## config.mk

```make
export PLATFORM = sky130hd
export DESIGN_NAME = uart_responder
export DESIGN_NICKNAME = d
export VERILOG_FILES = /design/src/rtl/uart_pkg.sv /design/src/rtl/uart_responder_fifo.sv /design/src/rtl/uart_responder.sv
export SDC_FILE = /design/constraint.sdc
export NUM_CORES = 1
export LEC_CHECK = 0
export ABC_AREA = 1
export BUFFER_PORTS_ARGS = -buffer_cell sky130_fd_sc_hd__buf_2
export CORE_MARGIN = 8
export CORE_UTILIZATION = 55
export CTS_CLUSTER_SIZE = 10
export DETAILED_ROUTE_END_ITERATION = 16
export GPL_TIMING_DRIVEN = 0
export MAX_ROUTING_LAYER = met4
export PLACE_DENSITY = 0.78
export SYNTH_ARGS = -nofsm -noshare
export SYNTH_HDL_FRONTEND = slang
export SYNTH_SLANG_ARGS = --single-unit
export TNS_END_PERCENT = 1
```

## constraint.sdc

```tcl
create_clock -name clk -period 2.6 [get_ports clk]
set_clock_uncertainty 0.15 [all_clocks]
set_input_delay 0.39 -clock clk [delete_from_list [all_inputs] [get_ports clk]]
set_output_delay 0.39 -clock clk [all_outputs]
set_load 0.02 [all_outputs]
```

## src/rtl/uart_pkg.sv

```systemverilog
`default_nettype none
// ============================================================================
// Module      : uart_pkg
// Description : Shared constants and the FSM state type for the UART echo
//               responder (uart_responder and its FIFO).
// Revision    : 1.0 - initial release
// ============================================================================
package uart_pkg;

    localparam int BYTE_W = 8;

    localparam logic [BYTE_W-1:0] CHAR_CR = 8'h0D;
    localparam logic [BYTE_W-1:0] CHAR_LF = 8'h0A;

    // Transmit sequencer states.
    typedef enum logic [1:0] {
        IDLE      = 2'd0,
        START     = 2'd1,
        WAIT_BUSY = 2'd2,
        WAIT_DONE = 2'd3
    } resp_state_t;

endpackage : uart_pkg
`default_nettype wire

```

## src/rtl/uart_responder_fifo.sv

```systemverilog
`default_nettype none
// ============================================================================
// Module      : uart_responder_fifo
// Description : Synchronous single-clock FIFO buffering received bytes.
//               The read port is fall-through: pop_data shows the oldest
//               entry whenever empty is low, and pop advances past it.
//               Full is evaluated on the pre-pop count, so a push and a pop
//               in the same cycle while full still rejects the push.
// Ports       : clk       - clock
//               rst_n     - synchronous active-low reset
//               push      - write push_data (ignored when full)
//               push_data - byte to store
//               pop       - discard oldest entry (ignored when empty)
//               pop_data  - oldest entry
//               full      - DEPTH entries held
//               empty     - no entries held
//               count     - number of entries held (0..DEPTH)
// Parameters  : DEPTH must be a power of two, at least 2.
// Revision    : 1.0 - initial release
// ============================================================================
module uart_responder_fifo #(
    parameter int DEPTH = 16,
    parameter int WIDTH = 8
) (
    input  logic                       clk,
    input  logic                       rst_n,
    input  logic                       push,
    input  logic [WIDTH-1:0]           push_data,
    input  logic                       pop,
    output logic [WIDTH-1:0]           pop_data,
    output logic                       full,
    output logic                       empty,
    output logic [$clog2(DEPTH):0]     count
);

    localparam int AW = $clog2(DEPTH);
    localparam logic [AW:0] C_DEPTH = (AW+1)'(DEPTH);

    logic [WIDTH-1:0] r_mem [DEPTH];
    logic [AW-1:0]    r_wr_ptr;
    logic [AW-1:0]    r_rd_ptr;
    logic [AW:0]      r_count;

    logic             w_push_ok;
    logic             w_pop_ok;

    assign full      = (r_count == C_DEPTH);
    assign empty     = (r_count == '0);
    assign count     = r_count;
    assign pop_data  = r_mem[r_rd_ptr];

    assign w_push_ok = push && !full;
    assign w_pop_ok  = pop && !empty;

    // Storage has no reset; only the pointers and count define validity.
    always_ff @(posedge clk) begin
        if (rst_n && w_push_ok) begin
            r_mem[r_wr_ptr] <= push_data;
        end
    end

    // Pointers are AW bits wide, so they wrap modulo DEPTH on their own.
    always_ff @(posedge clk) begin
        if (!rst_n) begin
            r_wr_ptr <= '0;
            r_rd_ptr <= '0;
            r_count  <= '0;
        end else begin
            if (w_push_ok) begin
                r_wr_ptr <= r_wr_ptr + 1'b1;
            end
            if (w_pop_ok) begin
                r_rd_ptr <= r_rd_ptr + 1'b1;
            end
            case ({w_push_ok, w_pop_ok})
                2'b10:   r_count <= r_count + 1'b1;
                2'b01:   r_count <= r_count - 1'b1;
                default: r_count <= r_count;
            endcase
        end
    end

endmodule : uart_responder_fifo
`default_nettype wire

```

## src/rtl/uart_responder.sv

```systemverilog
`default_nettype none
// ============================================================================
// Module      : uart_responder
// Description : Echoes every byte received from a UART receiver back to a
//               UART transmitter, in arrival order, through a FIFO.
//               A registered rising-edge detect on rx_ready produces one
//               push per byte; a four-state sequencer hands bytes to the
//               transmitter with a one-cycle start pulse and watches tx_done
//               go low (busy) then high (finished). A watchdog abandons a
//               byte whose transmitter never answers.
// Ports       : clk           - clock, all logic on posedge
//               rst_n         - synchronous active-low reset
//               rx_ready      - receiver byte valid (pulse or level)
//               rx_data       - received byte
//               tx_data       - byte to transmitter, stable for whole byte
//               tx_data_ready - one-cycle start pulse to transmitter
//               tx_done       - transmitter idle level (low while shifting)
//               fifo_count    - bytes currently buffered
//               overflow      - sticky, a byte was dropped on a full FIFO
//               tx_timeout    - one-cycle pulse, byte abandoned
// Macro       : UART_RESPONDER_CRLF_EN - when defined, every completed CR
//               (8'h0D) is followed by an inserted LF (8'h0A) that does not
//               come from, or change, the FIFO.
// Revision    : 1.0 - initial release
// ============================================================================
module uart_responder
    import uart_pkg::*;
#(
    parameter int FIFO_DEPTH = 16,
    parameter int TX_TIMEOUT = 4096
) (
    input  logic                          clk,
    input  logic                          rst_n,
    input  logic                          rx_ready,
    input  logic [BYTE_W-1:0]             rx_data,
    output logic [BYTE_W-1:0]             tx_data,
    output logic                          tx_data_ready,
    input  logic                          tx_done,
    output logic [$clog2(FIFO_DEPTH):0]   fifo_count,
    output logic                          overflow,
    output logic                          tx_timeout
);

    localparam int TMR_W = $clog2(TX_TIMEOUT + 1);
    localparam logic [TMR_W-1:0] C_TMR_LAST = TMR_W'(TX_TIMEOUT - 1);

    // ------------------------------------------------------------------
    // Receive side: edge detect and push
    // ------------------------------------------------------------------
    // r_rx_low remembers that rx_ready was seen low. It clears on reset, so
    // an rx_ready already high when reset releases must drop first.
    logic              r_rx_low;
    logic              r_push;
    logic [BYTE_W-1:0] r_push_data;
    logic              r_overflow;

    logic              w_full;
    logic              w_empty;
    logic [BYTE_W-1:0] w_fifo_data;
    logic              w_pop;

    always_ff @(posedge clk) begin
        if (!rst_n) begin
            r_rx_low    <= 1'b0;
            r_push      <= 1'b0;
            r_push_data <= '0;
            r_overflow  <= 1'b0;
        end else begin
            r_rx_low    <= !rx_ready;
            r_push      <= rx_ready && r_rx_low;
            r_push_data <= rx_data;
            if (r_push && w_full) begin
                r_overflow <= 1'b1;
            end
        end
    end

    assign overflow = r_overflow;

    uart_responder_fifo #(
        .DEPTH (FIFO_DEPTH),
        .WIDTH (BYTE_W)
    ) u_fifo (
        .clk       (clk),
        .rst_n     (rst_n),
        .push      (r_push),
        .push_data (r_push_data),
        .pop       (w_pop),
        .pop_data  (w_fifo_data),
        .full      (w_full),
        .empty     (w_empty),
        .count     (fifo_count)
    );

    // ------------------------------------------------------------------
    // Transmit sequencer
    // ------------------------------------------------------------------
    resp_state_t       r_state;
    resp_state_t       w_state_nxt;
    logic [TMR_W-1:0]  r_timer;
    logic [BYTE_W-1:0] r_tx_data;

    logic              w_load;
    logic [BYTE_W-1:0] w_load_data;
    logic              w_tmr_run;
    logic              w_tmr_hit;
    logic              w_start;
    logic              w_timeout;

`ifdef UART_RESPONDER_CRLF_EN
    logic              r_lf_pending;
    logic              w_lf_set;
    logic              w_lf_clr;
`endif

    assign w_tmr_hit = (r_timer == C_TMR_LAST);

    always_comb begin
        w_state_nxt = r_state;
        w_pop       = 1'b0;
        w_load      = 1'b0;
        w_load_data = w_fifo_data;
        w_tmr_run   = 1'b0;
        w_start     = 1'b0;
        w_timeout   = 1'b0;
`ifdef UART_RESPONDER_CRLF_EN
        w_lf_set    = 1'b0;
        w_lf_clr    = 1'b0;
`endif
        case (r_state)
            IDLE: begin
`ifdef UART_RESPONDER_CRLF_EN
                // A pending LF goes out before any buffered byte.
                if (r_lf_pending) begin
                    if (tx_done) begin
                        w_load      = 1'b1;
                        w_load_data = CHAR_LF;
                        w_lf_clr    = 1'b1;
                        w_state_nxt = START;
                    end
                end else
`endif
                if (!w_empty && tx_done) begin
                    w_pop       = 1'b1;
                    w_load      = 1'b1;
                    w_state_nxt = START;
                end
            end
            START: begin
                w_start     = 1'b1;
                w_state_nxt = WAIT_BUSY;
            end
            WAIT_BUSY: begin
                // Watchdog first, so the timer never runs past its limit.
                if (w_tmr_hit) begin
                    w_timeout   = 1'b1;
                    w_state_nxt = IDLE;
                end else begin
                    w_tmr_run = 1'b1;
                    if (!tx_done) begin
                        w_state_nxt = WAIT_DONE;
                    end
                end
            end
            WAIT_DONE: begin
                // A byte that finishes on the last allowed cycle counts as
                // sent, not abandoned.
                if (tx_done) begin
                    w_state_nxt = IDLE;
`ifdef UART_RESPONDER_CRLF_EN
                    w_lf_set    = (r_tx_data == CHAR_CR);
`endif
                end else if (w_tmr_hit) begin
                    w_timeout   = 1'b1;
                    w_state_nxt = IDLE;
                end else begin
                    w_tmr_run = 1'b1;
                end
            end
            default: begin
                w_state_nxt = IDLE;
            end
        endcase
    end

    always_ff @(posedge clk) begin
        if (!rst_n) begin
            r_state   <= IDLE;
            r_timer   <= '0;
            r_tx_data <= '0;
        end else begin
            r_state <= w_state_nxt;
            r_timer <= w_tmr_run ? r_timer + 1'b1 : '0;
            // tx_data only moves on the IDLE->START transition.
            if (w_load) begin
                r_tx_data <= w_load_data;
            end
        end
    end

`ifdef UART_RESPONDER_CRLF_EN
    always_ff @(posedge clk) begin
        if (!rst_n) begin
            r_lf_pending <= 1'b0;
        end else if (w_lf_set) begin
            r_lf_pending <= 1'b1;
        end else if (w_lf_clr) begin
            r_lf_pending <= 1'b0;
        end
    end
`else
    // Bytes are sent verbatim; no LF tracking exists in this build.
`endif

    assign tx_data       = r_tx_data;
    assign tx_data_ready = w_start;
    assign tx_timeout    = w_timeout;

endmodule : uart_responder
`default_nettype wire

```

==> results of run 1 <==
worst max path at each step:
stage                     from             endpoint  slack, ns  depth (start not counted)
2_1_floorplan  u_fifo.count[2]      u_fifo.count[4]       0.27                         16
3_5_place_dp   u_fifo.count[2]   u_fifo.r_mem[7][5]      -0.16                          6
6_report       u_fifo.count[2]      u_fifo.count[4]       0.03                         16
4_1_cts        u_fifo.count[2]  u_fifo.r_mem[12][2]      -0.02                          6
5_1_grt        u_fifo.count[2]      u_fifo.count[4]      -0.28                         16
3_3_place_gp   u_fifo.count[2]   u_fifo.r_mem[4][7]      -0.22                          6
state kept, by name, summed over array words and instances, names as in the netlist:
| signal | flops |
|---|---|
| u_fifo.count | 5 |
| u_fifo.r_wr_ptr | 4 |
| r_state | 2 |
| u_fifo.r_rd_ptr | 4 |
| r_push | 1 |
| tx_data | 8 |
| overflow | 1 |
| r_push_data | 8 |
| r_rx_low | 1 |
| u_fifo.r_mem | 128 |
| r_timer | 13 |
placed cells by master (no fill, tap or decap), types with 2 or more instances in the layout:
cell,Yosys,routed
nand3_1,103,103
clkbuf_1,4,4
edfxtp_1,128,128
dlygate4sd3_1,0,9
o21a_1,8,8
ha_1,9,8
nand2_2,5,5
nand4_1,2,2
buf_6,3,3
xor2_1,10,10
inv_4,0,2
a21oi_1,16,16
dfxtp_1,47,47
nor2_1,46,46
inv_1,115,115
inv_2,3,3
o21ai_0,9,9
clkinv_1,2,3
clkinv_4,0,3
nand2_1,224,224
o21ai_1,9,9
buf_4,9,9
nor3_1,13,2
bufinv_16,0,3
nor3_2,0,11
buf_2,16,43
clkbuf_16,0,18
xnor2_1,3,3
nor2_2,2,2
clkbuf_8,0,2
nand3_2,2,2
stage by stage:
step	setup WS [ns]	std cells	power [mW]	hold WS [ns]
after floorplan	0.266	794	4.83	0.252
after global placement	-0.221	1001	5.43	0.264
after detailed placement	-0.160	1001	5.48	0.267
after CTS	-0.0219	1042	8.14	0.153
after global routing	-0.278	1042	8.56	0.189
final	0.0295	1042	8.15	0.155
logic make-up (layout without fill, tap and decap cells):
logic type / count (synthesis) / after routing / synth area share
simple gates: 399 / 399 / 0.222
xor+xnor: 13 / 13 / 0.0150
fa+ha+maj: 9 / 9 / 0.0148
flops: 175 / 175 / 0.629
buf+inv: 153 / 221 / 0.0856
compound gates: 45 / 45 / 0.0331
report_power, final:
group | leakage, nW | switching, mW | internal (mW) | total [mW]
clock network | 0.310 | 1.06 | 1.62 | 2.68
logic | 1.92 | 1.49 | 0.741 | 2.23
registers | 1.55 | 0.118 | 3.12 | 3.23
final cells by class:
class                      count  area share
inverter                     120      0.0515
clock inverter                12      0.0176
timing repair buffer          36      0.0258
tap                          180      0.0258
buffer                        33      0.0229
multi-input combinational    466       0.254
clock buffer                  20      0.0547
sequential                   175       0.547
worst reg2reg max path, stage by stage (launching register included):
cell     delay [ns]
dfxtp_1        0.38
inv_1          0.12
nand4_1        0.15
nand3_2        0.17
inv_2          0.11
buf_4          0.19
ha_2           0.26
xor2_1         0.20
ha_1           0.17
inv_1          0.03
nand2_1        0.09
nand3_1        0.11
nand2_1        0.07
nand2_1        0.05
nand2_1        0.07
nand2_1        0.06
a21oi_1        0.11
layer usage:
layer  up-vias  wire [um]  share of wire  track usage
li1       2676          -              -            -
met1      2549       7190           0.41        0.255
met2       229       8600           0.49        0.336
met3        33       1180          0.067       0.0433
met4         0        556          0.032       0.0986
met5         -          0              0            -
timing repair:
action	4_1_cts	5_1_grt
hold buffers	9	0
setup endpoints to repair	40	44
endpoints found under the hold margin	9	0
gates resized for setup	5	5
setup buffers	0	0
==> impl_metrics.py, run 1 <==
metrics = {
    "clock_network": {
        "cts_tree": "done",
        "ctsLongestPathBuffers": 2,
        "ctsHtreeMaxLevel": 4,
        "cts_sinks": 175,
        "cts_buffers": 17,
        "path_clk_slew_ns": 0.06,
        "clk_latency_ns": 0.44,
        "clock-root-buffer": "clkbuf_16",
    },
    "setup_path": {
        "path_cells": "inv_1 -> nand4_1 -> nand3_2 -> inv_2 -> buf_4 -> ha_2 -> xor2_1 -> ha_1 -> inv_1 -> nand2_1 -> nand3_1 -> nand2_1 -> nand2_1 -> nand2_1 -> nand2_1 -> a21oi_1",
        "worst_path_max_delay_cell": "dfxtp_1",
        "reg2reg_depth": 16,
        "worstPathArrival_ns": 2.78,
        "critPathMaxFanout": 11,
        "cpMostUsedCell": "nand2_1",
        "reg2reg_from": "u_fifo.count[2]",
        "path_delay_family": "simple AND/OR/NAND/NOR gates",
        "cp.required_ns": 2.81,
        "rrSetupSlack_ns": 0.03,
        "path_class": "flip-flop to flip-flop",
        "worstSetupStartpointType": "flip-flop",
        "crit_buf_inv": 4,
        "critPathMaxStageDelay_ns": 0.38,
        "timing.rr.end": "u_fifo.count[4]",
        "critPathCaptureType": "flip-flop",
    },
    "placement": {
        "gp_congestion": 0.956,
        "port_buffers": 27,
        "placed_area_mm2": 0.00797,
        "dp_hpwl_mm": 11.7,
    },
    "drt": {
        "wire_per_inst_um": 16.8,
        "drc": 0,
        "drt-total-wl_mm": 17.5,
        "antenna_left": 0,
        "vias": 5487,
        "via_per_inst": 5.27,
        "first_pass_iters": 6,
        "drt_iter0_drc": 664,
    },
    "grt": {
        "grt_overflow": 0,
        "track_usage": 0.212,
        "antenna_found_initial": 0,
        "grt_pass1_vias": 5353,
        "grt_max_degree": 17,
        "grt_pass1_wl_mm": 27.9,
    },
    "power": {
        "ir_drop_v": 0.000548,
        "p_per_area_mw_per_mm2": 932,
        "leakage_nw": 3.79,
    },
    "die": {
        "die_width_um": 134,
        "start_util": 0.556,
        "row_count": 43,
        "core_mm2": 0.0137,
        "dieArea_mm2": 0.0178,
        "die_height_um": 134,
        "ioPinCount": 28,
    },
    "synth": {
        "synth_common_cells": "224 x nand2_1, 128 x edfxtp_1, 115 x inv_1",
        "ys_ff_latch": 175,
        "synth_top_area_share": 0.506,
        "synth_fp_nets": 815,
        "synth_flop_cell": "edfxtp_1",
        "synthTopCellsByArea": "edfxtp_1 51%, dfxtp_1 12%, nand2_1 11%, nand3_1 6.8%, inv_1 5.7%",
        "yosysTopAreaCell": "edfxtp_1",
        "synth-edff-count": 128,
        "yosysWarnings": 0,
        "avgSynthCellArea_um2": 9.57,
        "synth.cell_area_mm2": 0.00760,
        "synth_most_common_cell": "nand2_1",
        "async_flop_share": 0,
        "synth_cell_types": 30,
        "yosysSeqAreaShare": 0.629,
        "synth_cells": 794,
    },
    "timing": {
        "tightest_slew_ns": 1.10,
        "slew_viol_final": 0,
        "fin_crit_sh": 0.989,
        "slew_headroom": 0.258,
        "finalCriticalPeriod_ns": 2.57,
        "fin_setup_tns_ns": 0,
        "rsz0062_at_grt": "yes",
        "report.final.setup_viol": 0,
        "max_freq_mhz": 389,
        "hold_violations": 0,
    },
    "finish": {
        "fill_cells": 1132,
        "fin_nets": 870,
        "final_layout_size_suffix_gt1_frac": 0.130,
        "utilization": 0.640,
        "multi_input_area_mm2": 0.00222,
        "area_growth_pct": 15.0,
        "stdcell_area_mm2": 0.00874,
        "antenna_cells": 0,
        "regArea_mm2": 0.00478,
    },
    "min_path": {
        "min_from": "tx_done",
        "hp-class": "primary input to flip-flop",
        "hold_path_end": "r_state[0]",
        "hold_path_depth": 4,
    },
    "flow_run": {
        "drv_cap": 0,
    },
    "outcome": {
        "outcome": "finished clean",
    },
}
No activity file was read; power rests on OpenSTA's default activity.
==> run 2, diff against run 1 <==
--- a/config.mk
+++ b/config.mk
@@ -8,12 +8,12 @@
 export ABC_AREA = 1
 export BUFFER_PORTS_ARGS = -buffer_cell sky130_fd_sc_hd__buf_2
 export CORE_MARGIN = 8
-export CORE_UTILIZATION = 55
+export CORE_UTILIZATION = 61
 export CTS_CLUSTER_SIZE = 10
 export DETAILED_ROUTE_END_ITERATION = 16
 export GPL_TIMING_DRIVEN = 0
 export MAX_ROUTING_LAYER = met4
-export PLACE_DENSITY = 0.78
+export PLACE_DENSITY = 0.75
 export SYNTH_ARGS = -nofsm -noshare
 export SYNTH_HDL_FRONTEND = slang
 export SYNTH_SLANG_ARGS = --single-unit
==> impl_metrics.py, run 2 (synthesized netlist as in run 1, its figures left out) <==
metrics = {
    "outcome": {
        "outcome": "finished with violations",
        "violations": "negative setup slack",
    },
    "setup_path": {
        "crit_start": "u_fifo.count[1]",
        "worstSetupStartpointType": "flip-flop",
        "endpoint": "u_fifo.r_mem[3][5]",
        "path_class": "flip-flop to flip-flop",
        "path_cells": "inv_1 -> nand4_1 -> nand2_2 -> inv_1 -> nand2_2 -> nor3_1",
        "reg2reg_depth": 6,
        "critPathMaxStageDelay_ns": 1.06,
        "rrSetupSlack_ns": -0.09,
        "timing.rr.end": "u_fifo.r_mem[3][5]",
        "cp.required_ns": 2.49,
        "critPathCaptureType": "flip-flop",
        "worst_path_max_delay_cell": "nor3_1",
        "worstPathArrival_ns": 2.57,
        "reg2reg_from": "u_fifo.count[1]",
        "critPathMaxFanout": 8,
    },
    "clock_network": {
        "cts_sinks": 175,
        "ctsLongestPathBuffers": 2,
        "ctsHtreeMaxLevel": 4,
        "clk_latency_ns": 0.43,
        "clock-root-buffer": "clkbuf_16",
        "path_clk_slew_ns": 0.06,
        "cts_tree": "done",
        "cts_buffers": 17,
    },
    "finish": {
        "final_cell_mix": "224 x nand2_1, 128 x edfxtp_1, 115 x inv_1",
        "reg_top3": "u_fifo.r_mem: 128 flops, r_timer: 13 flops",
        "antenna_cells": 0,
        "final_common_cell": "nand2_1",
        "largest_register": "u_fifo.r_mem",
        "area_growth_pct": 14.4,
        "stdcell_area_mm2": 0.00870,
        "fin_nets": 873,
        "largest_register_ff_count": 128,
        "final_layout_size_suffix_gt1_frac": 0.127,
        "final_cells": 1033,
    },
    "placement": {
        "gp_congestion": 0.941,
        "placed_area_mm2": 0.00796,
        "dpl.cell_count": 991,
        "port_buffers": 27,
        "dp_hpwl_mm": 12.7,
    },
    "grt": {
        "grt_overflow": 0,
        "grt_max_degree": 17,
        "antenna_found_initial": 0,
        "grt_pass1_vias": 5510,
        "grt_pass1_wl_mm": 29.0,
        "track_usage": 0.246,
    },
    "drt": {
        "drt_iter0_drc": 583,
        "dr.max_layer_used": "met4",
        "via_per_inst": 5.42,
        "met3_wirelength_mm": 1.02,
        "drc": 0,
        "antenna_left": 0,
        "wl_met1_mm": 7.55,
        "vias": 5595,
        "wire_per_inst_um": 17.9,
        "wl_met2_mm": 9.39,
        "drt-total-wl_mm": 18.5,
        "first_pass_iters": 5,
    },
    "timing": {
        "tightest_slew_ns": 1.38,
        "fin_setup_tns_ns": -1.81,
        "finalCriticalPeriod_ns": 2.69,
        "rsz0062_at_grt": "yes",
        "report.final.setup_viol": 24,
        "slew_headroom": 0.0716,
        "hold_violations": 0,
        "slew_viol_final": 0,
        "finalWorstSetupSlack_ns": -0.0886,
        "hold_ws_ns": 0.188,
        "max_freq_mhz": 372,
        "fin_crit_sh": 1.03,
    },
    "flow_run": {
        "drv_cap": 0,
    },
    "die": {
        "row_count": 40,
        "start_util": 0.628,
        "die_width_um": 128,
        "dieArea_mm2": 0.0163,
        "core_mm2": 0.0121,
        "ioPinCount": 28,
        "die_height_um": 128,
    },
    "power": {
        "leakage_nw": 3.77,
        "total_power_mw": 8.09,
        "ir_drop_v": 0.000500,
        "p_per_area_mw_per_mm2": 930,
    },
    "min_path": {
        "hp-class": "primary input to flip-flop",
    },
}
[run 2: layout make-up]
| type | instances | area (um2) |
|---|---|---|
| flip-flops and latches | 175 | 4790 |
| fillers | 913 | 3410 |
| multi-input cells | 466 | 2210 |
| inverters | 120 | 450 |
| clock buffers | 19 | 433 |
| repair buffers | 39 | 245 |
| well taps | 168 | 210 |
| plain buffers | 33 | 200 |
| clock inverters | 13 | 161 |
[run 2: metrics by stage]
step / util / setup slack (ns)
after global routing: 0.718 / -0.231
after detailed placement: 0.658 / -0.183
after global placement: 0.656 / -0.198
final: 0.718 / -0.0886
after floorplan: - / 0.266
after CTS: 0.716 / -0.109
[run 2: worst max-delay path, delay by kind of cell, from the launching register on]
family	cells	cell delay [ns]
buffers and inverters	2	0.26
DFF	1	0.41
and+or+nand+nor	4	1.47
[run 2: repair_timing]
action,4_1_cts,5_1_grt
gates cloned,0,0
hold buffers,9,0
setup endpoints to repair,73,41
buffers inserted,0,0
endpoints found under the hold margin,9,0
resized for setup,4,5
[run 2: layer usage]
layer | vias to the layer above | GRT usage
li1 | 2681 | -
met2 | 225 | 0.422
met3 | 41 | 0.0395
met5 | - | -
met4 | 0 | 0.110
met1 | 2648 | 0.281
[run 2: how the worst min path moves through the flow]
stage,from,endpoint,cells after the start,slack (ns)
2_1_floorplan,r_rx_low,r_push,2,0.25
3_3_place_gp,r_rx_low,r_push,2,0.26
3_5_place_dp,r_rx_low,r_push,2,0.27
4_1_cts,tx_done,r_state[0],4,0.18
5_1_grt,tx_done,u_fifo.r_rd_ptr[0],3,0.20
6_report,tx_done,u_fifo.r_rd_ptr[0],3,0.19
[run 2: power breakdown]
part | internal (mW) | leakage (nW) | total, mW | switching, mW
logic | 0.745 | 1.93 | 2.27 | 1.53
registers | 3.12 | 1.55 | 3.25 | 0.128
clock network | 1.51 | 0.282 | 2.57 | 1.06
total | 5.38 | 3.77 | 8.09 | 2.71
==> run 3, diff against run 2 <==
--- a/config.mk
+++ b/config.mk
@@ -7,14 +7,16 @@
 export LEC_CHECK = 0
 export ABC_AREA = 1
 export BUFFER_PORTS_ARGS = -buffer_cell sky130_fd_sc_hd__buf_2
+export CAP_MARGIN = 20
 export CORE_MARGIN = 8
-export CORE_UTILIZATION = 61
+export CORE_UTILIZATION = 42
 export CTS_CLUSTER_SIZE = 10
 export DETAILED_ROUTE_END_ITERATION = 16
 export GPL_TIMING_DRIVEN = 0
 export MAX_ROUTING_LAYER = met4
-export PLACE_DENSITY = 0.75
+export PLACE_DENSITY = 0.54
 export SYNTH_ARGS = -nofsm -noshare
 export SYNTH_HDL_FRONTEND = slang
+export SYNTH_HIERARCHICAL = 1
 export SYNTH_SLANG_ARGS = --single-unit
 export TNS_END_PERCENT = 1
==> impl_metrics.py, run 3 <==
metrics = {
    "outcome": {
        "outcome": "finished clean",
    },
    "setup_path": {
        "reg2reg_depth": 15,
        "rrSetupSlack_ns": 0.1,
        "critPathMaxFanout": 7,
        "path_class": "flip-flop to flip-flop",
        "critPathCaptureType": "flip-flop",
        "crit_start": "u_fifo/count[0]",
        "worstPathArrival_ns": 2.68,
        "timing.rr.end": "u_fifo/count[3]",
        "worstSetupStartpointType": "flip-flop",
        "reg2reg_from": "u_fifo/count[0]",
        "cp.required_ns": 2.78,
    },
    "power": {
        "p_per_area_mw_per_mm2": 848,
        "combPwrFrac": 0.234,
        "leakage_nw": 3.95,
        "p_sw_mw": 2.56,
        "clockPowerShare": 0.334,
        "ir_drop_v": 0.000539,
        "total_power_mw": 7.69,
        "power.share.sequential": 0.432,
        "power_switching_share": 0.333,
        "internal_power_mw": 5.13,
    },
    "finish": {
        "largest_register_ff_count": 128,
        "antenna_cells": 0,
        "final_cells": 1145,
        "largest_register": "u_fifo/r_mem",
        "final_layout_size_suffix_gt1_frac": 0.146,
        "final_common_cell": "nand2_1",
        "final_cell_mix": "221 x nand2_1, 137 x inv_1, 128 x edfxtp_1",
        "fin_nets": 921,
        "reg_top3": "u_fifo/r_mem: 128 flops, r_timer: 13 flops",
        "area_growth_pct": 15.6,
    },
    "placement": {
        "dpl.cell_count": 1098,
        "port_buffers": 27,
        "dp_hpwl_mm": 12.8,
        "gp_congestion": 0.882,
    },
    "grt": {
        "grt_pass1_vias": 5234,
        "grt_pass1_wl_mm": 29.7,
        "antenna_found_initial": 0,
        "track_usage": 0.171,
        "grt_overflow": 0,
        "grt_max_degree": 21,
    },
    "synth": {
        "async_flop_share": 0,
        "avgSynthCellArea_um2": 9.37,
        "synth_common_cells": "222 x nand2_1, 138 x inv_1, 128 x edfxtp_1",
        "synth_cells": 837,
        "yosysSeqAreaShare": 0.620,
        "synth_fp_nets": 860,
        "ys_ff_latch": 179,
        "synth_most_common_cell": "nand2_1",
        "synth-edff-count": 128,
        "synth_top_area_share": 0.490,
        "synthTopCellsByArea": "edfxtp_1 49%, dfxtp_1 13%, nand2_1 11%, nand3_1 7.1%, inv_1 6.6%",
        "yosysWarnings": 6,
        "synth.cell_area_mm2": 0.00784,
        "synth_cell_types": 27,
        "synth_flop_cell": "edfxtp_1",
        "yosysTopAreaCell": "edfxtp_1",
    },
    "clock_network": {
        "path_clk_slew_ns": 0.07,
        "clk_latency_ns": 0.43,
        "clock-root-buffer": "clkbuf_16",
        "ctsLongestPathBuffers": 2,
        "cts_sinks": 179,
        "cts_tree": "done",
        "cts_buffers": 17,
        "ctsHtreeMaxLevel": 4,
    },
    "flow_run": {
        "drv_cap": 0,
    },
    "timing": {
        "hold_ws_ns": 0.195,
        "slew_headroom": 0.398,
        "rsz0062_at_grt": "yes",
        "tightest_slew_ns": 0.900,
        "finalCriticalPeriod_ns": 2.50,
        "report.final.setup_viol": 0,
        "fin_setup_tns_ns": 0,
        "fin_crit_sh": 0.963,
        "slew_viol_final": 0,
        "hold_violations": 0,
        "max_freq_mhz": 399,
    },
    "drt": {
        "vias": 5409,
        "drc": 0,
        "via_per_inst": 4.72,
        "drt_iter0_drc": 431,
        "wire_per_inst_um": 16.2,
        "drt-total-wl_mm": 18.6,
        "antenna_left": 0,
        "first_pass_iters": 5,
    },
    "min_path": {
        "hold_path_end": "r_state[0]",
        "hold_path_depth": 6,
        "min_from": "tx_done",
        "hp-class": "primary input to flip-flop",
    },
    "die": {
        "dieArea_mm2": 0.0233,
        "ioPinCount": 28,
        "core_mm2": 0.0185,
        "die_width_um": 153,
        "die_height_um": 153,
        "start_util": 0.424,
        "row_count": 50,
    },
}
run 3: layout make-up:
| class | count | area [um2] |
|---|---|---|
| sequential | 179 | 4880 |
| fill | 1741 | 9450 |
| buffer | 28 | 186 |
| clock inverter | 15 | 185 |
| clock buffer | 17 | 425 |
| tap | 234 | 293 |
| inverter | 145 | 549 |
| timing repair buffer | 42 | 270 |
| multi-input combinational | 485 | 2290 |
run 3: per-stage QoR:
step           cell area, um2  utilization  setup WS, ns
2_1_floorplan            7850            -        0.0191
3_3_place_gp             8280        0.447        -0.249
3_5_place_dp             8280        0.447        -0.271
4_1_cts                  8990        0.486      0.000255
5_1_grt                  9070        0.490       -0.0240
6_report                 9070        0.490        0.0963
run 3: worst max-delay path, stage by stage, from the launching register on:
cell,delay [ns]
dfxtp_4,0.38
nor2_4,0.15
nand3_4,0.10
inv_1,0.09
nor2_2,0.05
nand2_2,0.14
inv_4,0.05
nand2_1,0.11
inv_2,0.07
ha_4,0.18
ha_1,0.31
or2_2,0.30
nand3_1,0.08
nand2_1,0.04
o21ai_0,0.15
inv_1,0.05
run 3: logic make-up (layout without fill, tap and decap cells):
| kind of cell | after synthesis | after routing | share of synthesized area |
|---|---|---|---|
| compound gates | 29 | 29 | 0.0190 |
| xor+xnor | 9 | 9 | 0.0100 |
| fa+ha+maj | 11 | 11 | 0.0185 |
| buf+inv | 173 | 247 | 0.0935 |
| flops | 179 | 179 | 0.620 |
| simple gates | 436 | 436 | 0.239 |
run 3: worst max path at each step:
stage,endpoint,cells past startpoint
2_1_floorplan,u_fifo/count[4],19
3_3_place_gp,u_fifo/count[4],19
3_5_place_dp,u_fifo/count[4],19
4_1_cts,u_fifo/count[4],19
5_1_grt,u_fifo/count[3],15
6_report,u_fifo/count[3],15
run 3: metal layers:
layer,GRT usage,share of wire
met2,0.257,0.45
met1,0.227,0.48
met5,-,0
met3,0.0403,0.056
met4,0.0518,0.014
run 3: power groups by stage:
stage	clock network (mW)	registers, mW	logic [mW]
2_1_floorplan	0	3.43	1.08
3_3_place_gp	0	3.37	1.67
3_5_place_dp	0	3.37	1.68
4_1_cts	2.63	3.31	1.72
5_1_grt	2.76	3.34	2.03
6_report	2.57	3.32	1.80
run 3: what timing repair did:
action / CTS / global route
hold buffers: 9 / 0
endpoints found under the setup margin: 3 / 3
endpoints found under the hold margin: 9 / 0
resized for setup: 5 / 10
pin swaps: 1 / 2
buffers inserted: 1 / 5
